--- config.mk ---
export PLATFORM = sky130hd
export DESIGN_NAME = dma_arbiter
export DESIGN_NICKNAME = d
export VERILOG_FILES = /design/src/rtl/dma_arbiter.sv
export SDC_FILE = /design/constraint.sdc
export NUM_CORES = 1
export LEC_CHECK = 0
export CORE_MARGIN = 3
export CORE_UTILIZATION = 43
export CTS_BUF_LIST = sky130_fd_sc_hd__clkbuf_4 sky130_fd_sc_hd__clkbuf_8 sky130_fd_sc_hd__clkbuf_16
export CTS_CLUSTER_SIZE = 25
export DETAILED_ROUTE_END_ITERATION = 10
export GPL_TIMING_DRIVEN = 0
export PLACE_DENSITY = 0.71
export SKIP_LAST_GASP = 1
export SYNTH_ARGS = -nofsm -noshare
export SYNTH_HDL_FRONTEND = slang
export SYNTH_SLANG_ARGS = --single-unit
--- constraint.sdc ---
create_clock -name clk -period 15.46 [get_ports clk]
set_clock_uncertainty 0.15 [all_clocks]
set_input_delay 3.092 -clock clk [delete_from_list [all_inputs] [get_ports clk]]
set_output_delay 3.092 -clock clk [all_outputs]
set_load 0.02 [all_outputs]
--- src/rtl/dma_arbiter.sv ---
`default_nettype none
// ============================================================================
// Module   : dma_arbiter
// Purpose  : Arbitrates two DMA requesters and splits each accepted transfer
//            into bursts of at most MAX_BURST_BYTES that never cross a 4 KB
//            DRAM page. Define DMA_ARB_RR_EN for round-robin arbitration;
//            otherwise requester 0 has fixed priority.
// Revision : 1.0 - initial release
// ============================================================================

module dma_arbiter #(
    parameter int unsigned MAX_BURST_BYTES = 256
) (
    input  logic        clk,
    input  logic        rst_n,

    input  logic        req0_valid_i,
    input  logic        req0_read_i,
    input  logic [31:0] req0_addr_i,
    input  logic [31:0] req0_len_i,
    output logic        req0_ready_o,
    output logic        req0_done_o,

    input  logic        req1_valid_i,
    input  logic        req1_read_i,
    input  logic [31:0] req1_addr_i,
    input  logic [31:0] req1_len_i,
    output logic        req1_ready_o,
    output logic        req1_done_o,

    output logic        dma_cmd_valid_o,
    input  logic        dma_cmd_ready_i,
    output logic        dma_cmd_read_o,
    output logic [31:0] dma_cmd_addr_o,
    output logic [31:0] dma_cmd_len_o,
    input  logic        dma_done_i,

    output logic        busy_o,
    output logic        grant_o
);

    typedef enum logic [1:0] {
        S_IDLE  = 2'd0,
        S_ISSUE = 2'd1,
        S_WAIT  = 2'd2,
        S_DONE  = 2'd3
    } state_t;

    localparam logic [31:0] MAX_LEN = MAX_BURST_BYTES;

    state_t      state_q, state_d;
    logic [31:0] addr_q, addr_d;
    logic [31:0] rem_q, rem_d;
    logic        read_q, read_d;
    logic        grant_q, grant_d;

    logic        any_valid;
    logic        win;
    logic        accept;
    logic        sel_read;
    logic [31:0] sel_addr;
    logic [31:0] sel_len;
    logic [12:0] page_left;
    logic [31:0] burst_len;
    logic        issue;

    assign any_valid = req0_valid_i | req1_valid_i;

`ifdef DMA_ARB_RR_EN
    // rr_q names the requester favoured on a tie: the one not granted last.
    logic rr_q, rr_d;
    assign win = (req0_valid_i && req1_valid_i) ? rr_q : req1_valid_i;
`else
    assign win = ~req0_valid_i;
`endif

    assign sel_read = win ? req1_read_i : req0_read_i;
    assign sel_addr = win ? req1_addr_i : req0_addr_i;
    assign sel_len  = win ? req1_len_i  : req0_len_i;

    // Burst = min(remaining, MAX_BURST_BYTES, bytes left in this 4 KB page).
    assign page_left = 13'd4096 - {1'b0, addr_q[11:0]};

    always_comb begin
        burst_len = rem_q;
        if (burst_len > MAX_LEN) begin
            burst_len = MAX_LEN;
        end
        if (burst_len > {19'd0, page_left}) begin
            burst_len = {19'd0, page_left};
        end
    end

    always_comb begin
        state_d = state_q;
        addr_d  = addr_q;
        rem_d   = rem_q;
        read_d  = read_q;
        grant_d = grant_q;
        accept  = 1'b0;
`ifdef DMA_ARB_RR_EN
        rr_d    = rr_q;
`endif
        case (state_q)
            S_IDLE: begin
                if (any_valid && rst_n) begin
                    accept  = 1'b1;
                    grant_d = win;
                    read_d  = sel_read;
                    addr_d  = sel_addr;
                    rem_d   = sel_len;
`ifdef DMA_ARB_RR_EN
                    rr_d    = ~win;
`endif
                    state_d = (sel_len == 32'd0) ? S_DONE : S_ISSUE;
                end
            end
            S_ISSUE: begin
                if (dma_cmd_ready_i) begin
                    state_d = S_WAIT;
                end
            end
            S_WAIT: begin
                if (dma_done_i) begin
                    addr_d  = addr_q + burst_len;
                    rem_d   = rem_q - burst_len;
                    state_d = (rem_q == burst_len) ? S_DONE : S_ISSUE;
                end
            end
            S_DONE: begin
                state_d = S_IDLE;
            end
            default: begin
                state_d = S_IDLE;
            end
        endcase
    end

    always_ff @(posedge clk or negedge rst_n) begin
        if (!rst_n) begin
            state_q <= S_IDLE;
            addr_q  <= 32'd0;
            rem_q   <= 32'd0;
            read_q  <= 1'b0;
            grant_q <= 1'b0;
        end else begin
            state_q <= state_d;
            addr_q  <= addr_d;
            rem_q   <= rem_d;
            read_q  <= read_d;
            grant_q <= grant_d;
        end
    end

`ifdef DMA_ARB_RR_EN
    always_ff @(posedge clk or negedge rst_n) begin
        if (!rst_n) begin
            rr_q <= 1'b0;
        end else begin
            rr_q <= rr_d;
        end
    end
`endif

    // Working registers are frozen in ISSUE, so the command stays stable.
    assign issue           = (state_q == S_ISSUE);
    assign dma_cmd_valid_o = issue;
    assign dma_cmd_read_o  = issue & read_q;
    assign dma_cmd_addr_o  = issue ? addr_q : 32'd0;
    assign dma_cmd_len_o   = issue ? burst_len : 32'd0;

    assign req0_ready_o = accept & ~win;
    assign req1_ready_o = accept &  win;
    assign req0_done_o  = (state_q == S_DONE) & ~grant_q;
    assign req1_done_o  = (state_q == S_DONE) &  grant_q;

    assign busy_o  = (state_q != S_IDLE);
    assign grant_o = grant_q;

endmodule

`default_nettype wire
==> run_results.csv <==
group,metric,value,unit
status,result_of_the_run,"finished, final reports clean",
finish,finish.cell_count_without_fillers,1542,
timing,fmax,109,MHz
worst_setup_path,cp.arrival,5.92,ns
worst_setup_path,worst_setup_path_end_kind,"output port",
logic_synthesis,synth.yosys.warnings,0,
worst_setup_path,rrSetupSlack,7.91,ns
timing,postLayoutSetupSlackWorst,6.30,ns
global_routing,grt_pass1_wl,43400,um
clock_tree,cts.root.buffer_cell,"sky130_fd_sc_hd__clkbuf_16",
logic_synthesis,number_of_distinct_library_cells_after_synthesis,74,
route,first_pass_iters,5,
timing,grt_setup_unrepaired,"false",
timing,period_share,0.593,
finish,diodes,0,
clock_tree,insertion_delay,0.35,ns
timing,maxSlewViolCount,0,
worst_setup_path,timing.critical_path.buf_inv,5,
global_routing,grt_use_total,0.268,
global_routing,first_global_vias,8470,
logic_synthesis,post_synth_top_area_cell,"sky130_fd_sc_hd__dfrtp_1",
route,detailedRoute.firstIterationViolations,491,
power,comb_power_share,0.742,
worst_setup_path,crit_required,12.22,ns
hold_path,min_path_type,"flip-flop to flip-flop",
logic_synthesis,synthCells,1053,
route,route.final.wire_length,28400,um
power,power.static_leakage,4.89,nW
worst_setup_path,crit_chain,"clkbuf_1, buf_2, clkbuf_1, buf_2, nor2_1, clkdlybuf4s50_1",
global_routing,grt_antenna_before_repair,0,
worst_setup_path,critPathSlowestCell,"sky130_fd_sc_hd__clkbuf_1",
logic_synthesis,netlist.area_leader.share,0.208,
finish,synthesis_to_layout_area_growth,32.6,%
worst_setup_path,crit_path_max_incr_delay,0.61,ns
floorplanning,num_rows,49,
power,share_seq_of_total_power,0.168,
worst_setup_path,start_kind,"input pin",
timing,worst_pin_slew,0.979,ns
route,routed_wire_length_per_instance,18.4,um
power,sw_share,0.513,
timing,tns,0,ns
clock_tree,cts_buffers,9,
power,ir_drop,0.0944,mV
timing,post-route-min-period,9.16,ns
power,net-switching-power,0.00112,W
power,clkPwrFrac,0.089,
power,internal-power,0.00106,W
floorplanning,top_level_ports,208,
floorplanning,start_util,0.446,
placement,pre_cts_slack,6.31,ns
clock_tree,cts_post_setup_buffers_inserted,0,
route,avgViaCountPerCell,5.61,
clock_tree,cts_num_sinks,68,
clock_tree,path_clk_slew,0.06,ns
placement,placement.io_buffers,187,
worst_setup_path,path_max_fanout,10,
global_routing,grt_remaining_overflow,0,
worst_setup_path,timing_worst_setup_path_type,"input pin to output port",
route,route.vias.total,8657,
logic_synthesis,synth_flop_cell,"sky130_fd_sc_hd__dfrtp_1",
floorplanning,core_outline_area,0.0183,sq mm
clock_tree,cts_repair_resize_count,0,
floorplanning,fp.dieH,144,um
worst_setup_path,cp_top_family,"buffers and inverters",
logic_synthesis,synth-seq-cells,68,
placement,dp_hpwl,23100,um
placement,globalplace.congestion,0.950,
clock_tree,tritoncts,"yes",
logic_synthesis,synth_seq_area_share,0.208,
floorplanning,floorplan.die.width,144,um
route,antenna_violating_nets_post_route,0,
clock_tree,cts.path.max_buffers,2,
finish,drive_gt1_frac,0.0724,
finish,fill_cells,1722,
logic_synthesis,synth.top_cells.by_area,"sky130_fd_sc_hd__dfrtp_1 (21%), sky130_fd_sc_hd__ha_1 (12%), sky130_fd_sc_hd__mux2i_1 (6.4%)",
finish,stdcell_area,0.0108,sq mm
clock_tree,htreeDepth,3,
placement,place_inst,1527,
power,power-per-cell-area,201,mW/mm^2
placement,placedInstanceArea,0.0106,sq mm
logic_synthesis,postSynth.asyncResetShare,1.00,
timing,finalSetupViolations,0,
run,number_of_maximum_capacitance_constraint_violations,0,
global_routing,largest_net_degree_at_the_start_of_global_routing,54,
finish,design.final.nets,1523,
logic_synthesis,mappedNetlistArea,0.00817,sq mm
logic_synthesis,synth.avg_cell_area,7.76,sq um
clock_tree,cts_hold_repair.buffers,0,
floorplanning,fp.dieArea,0.0207,sq mm
route,drc,0,
timing,hold_violations,0,
timing,maxSlewHeadroom,0.330,
logic_synthesis,number_of_enable_flip_flop_cells_after_synthesis,0,
==> flip-flops by register name, indices dropped and copies added (netlist names) <==
signal and count:
addr_q 32, rem_q 32, state_q 2, grant_o 1, read_q 1
==> synthesized netlist by cell type (9+ instances only) <==
master / count
sky130_fd_sc_hd__mux2_2: 21
sky130_fd_sc_hd__nand3_1: 16
sky130_fd_sc_hd__nand4_1: 15
sky130_fd_sc_hd__clkbuf_1: 32
sky130_fd_sc_hd__o21bai_1: 9
sky130_fd_sc_hd__a21o_1: 21
sky130_fd_sc_hd__nor2_1: 89
sky130_fd_sc_hd__nand2b_1: 15
sky130_fd_sc_hd__nor3_1: 17
sky130_fd_sc_hd__dfrtp_1: 68
sky130_fd_sc_hd__nor4_1: 19
sky130_fd_sc_hd__buf_4: 19
sky130_fd_sc_hd__and2_1: 43
sky130_fd_sc_hd__xnor2_1: 34
sky130_fd_sc_hd__ha_1: 76
sky130_fd_sc_hd__mux2i_1: 52
sky130_fd_sc_hd__o21ai_0: 86
sky130_fd_sc_hd__a211oi_1: 14
sky130_fd_sc_hd__inv_1: 47
sky130_fd_sc_hd__xor2_1: 22
sky130_fd_sc_hd__nand2_1: 108
sky130_fd_sc_hd__a21oi_1: 84
sky130_fd_sc_hd__o22ai_1: 18
==> stage by stage <==
stage	total power (W)	hold slack, ns	util
CTS	0.00216	0.364	0.591
floorplan	0.00150	0.292	-
detailed placement	0.00195	0.351	0.576
global placement	0.00193	0.346	0.575
global route	0.00236	0.380	0.591
finish	0.00218	0.357	0.591
==> worst reg2reg max path: cells and delay by family (launching register included) <==
family          cells  cell delay [ns]
compound gates     14             3.74
fa+ha+maj           2             0.54
buf+inv             2             0.36
flops               1             0.41
mux                 1             0.59
simple gates        8             1.66
==> cells by family (layout without fill, tap and decap cells) <==
family | Yosys count | in the layout | synth area share
flip-flops | 68 | 68 | 0.208
XOR/XNOR | 56 | 56 | 0.0600
other | 2 | 59 | 0.000919
multiplexers | 73 | 73 | 0.0927
AO/OA/AOI/OAI | 303 | 303 | 0.234
buffers and inverters | 111 | 314 | 0.0665
adder cells (fa/ha/maj) | 78 | 78 | 0.121
AND/OR/NAND/NOR | 362 | 362 | 0.216
==> power groups by stage <==
stage	clock network [W]	registers, W	logic, W
finish	0.000194	0.000366	0.00162
global route	0.000202	0.000378	0.00178
CTS	0.000195	0.000364	0.00160
detailed placement	0	0.000368	0.00159
global placement	0	0.000364	0.00156
floorplan	0	0.000332	0.00117
==> per-layer routing <==
metal | routed length, um | vias up | global-route usage
met5 | 0 | - | 0
met4 | 819 | 0 | 0.0986
met3 | 1860 | 56 | 0.0379
met2 | 13500 | 335 | 0.468
met1 | 12100 | 4019 | 0.337
li1 | - | 4247 | -
==> final timing paths <==
| kind | from | endpoint | cells past startpoint |
|---|---|---|---|
| min reg2reg | addr_q[22] | addr_q[22] | 2 |
| min | addr_q[22] | addr_q[22] | 2 |
| max | req0_valid_i | req1_ready_o | 6 |
| max in group asynchronous | rst_n | rem_q[18] | 2 |
| min in group asynchronous | rst_n | addr_q[20] | 1 |
| max reg2reg | rem_q[26] | addr_q[21] | 27 |
==> layout make-up <==
type	count	area, sq um	area share
buffer	64	367	0.0339
clock buffer	12	248	0.0229
clock inverter	3	15.0	0.00139
inverter	47	176	0.0163
multi-input combinational	931	6140	0.567
sequential	68	1700	0.157
tap	229	287	0.0265
timing repair buffer	188	1900	0.175
==> layout by cell type, fill, tap and decap left out, types with 43 or more instances in the layout <==
| cell type | n |
|---|---|
| sky130_fd_sc_hd__inv_1 | 47 |
| sky130_fd_sc_hd__ha_1 | 76 |
| sky130_fd_sc_hd__nor2_1 | 89 |
| sky130_fd_sc_hd__and2_1 | 43 |
| sky130_fd_sc_hd__conb_1 | 59 |
| sky130_fd_sc_hd__clkdlybuf4s50_1 | 186 |
| sky130_fd_sc_hd__mux2i_1 | 52 |
| sky130_fd_sc_hd__o21ai_0 | 86 |
| sky130_fd_sc_hd__a21oi_1 | 84 |
| sky130_fd_sc_hd__dfrtp_1 | 68 |
| sky130_fd_sc_hd__nand2_1 | 108 |
No activity file was read; power rests on OpenSTA's default activity.
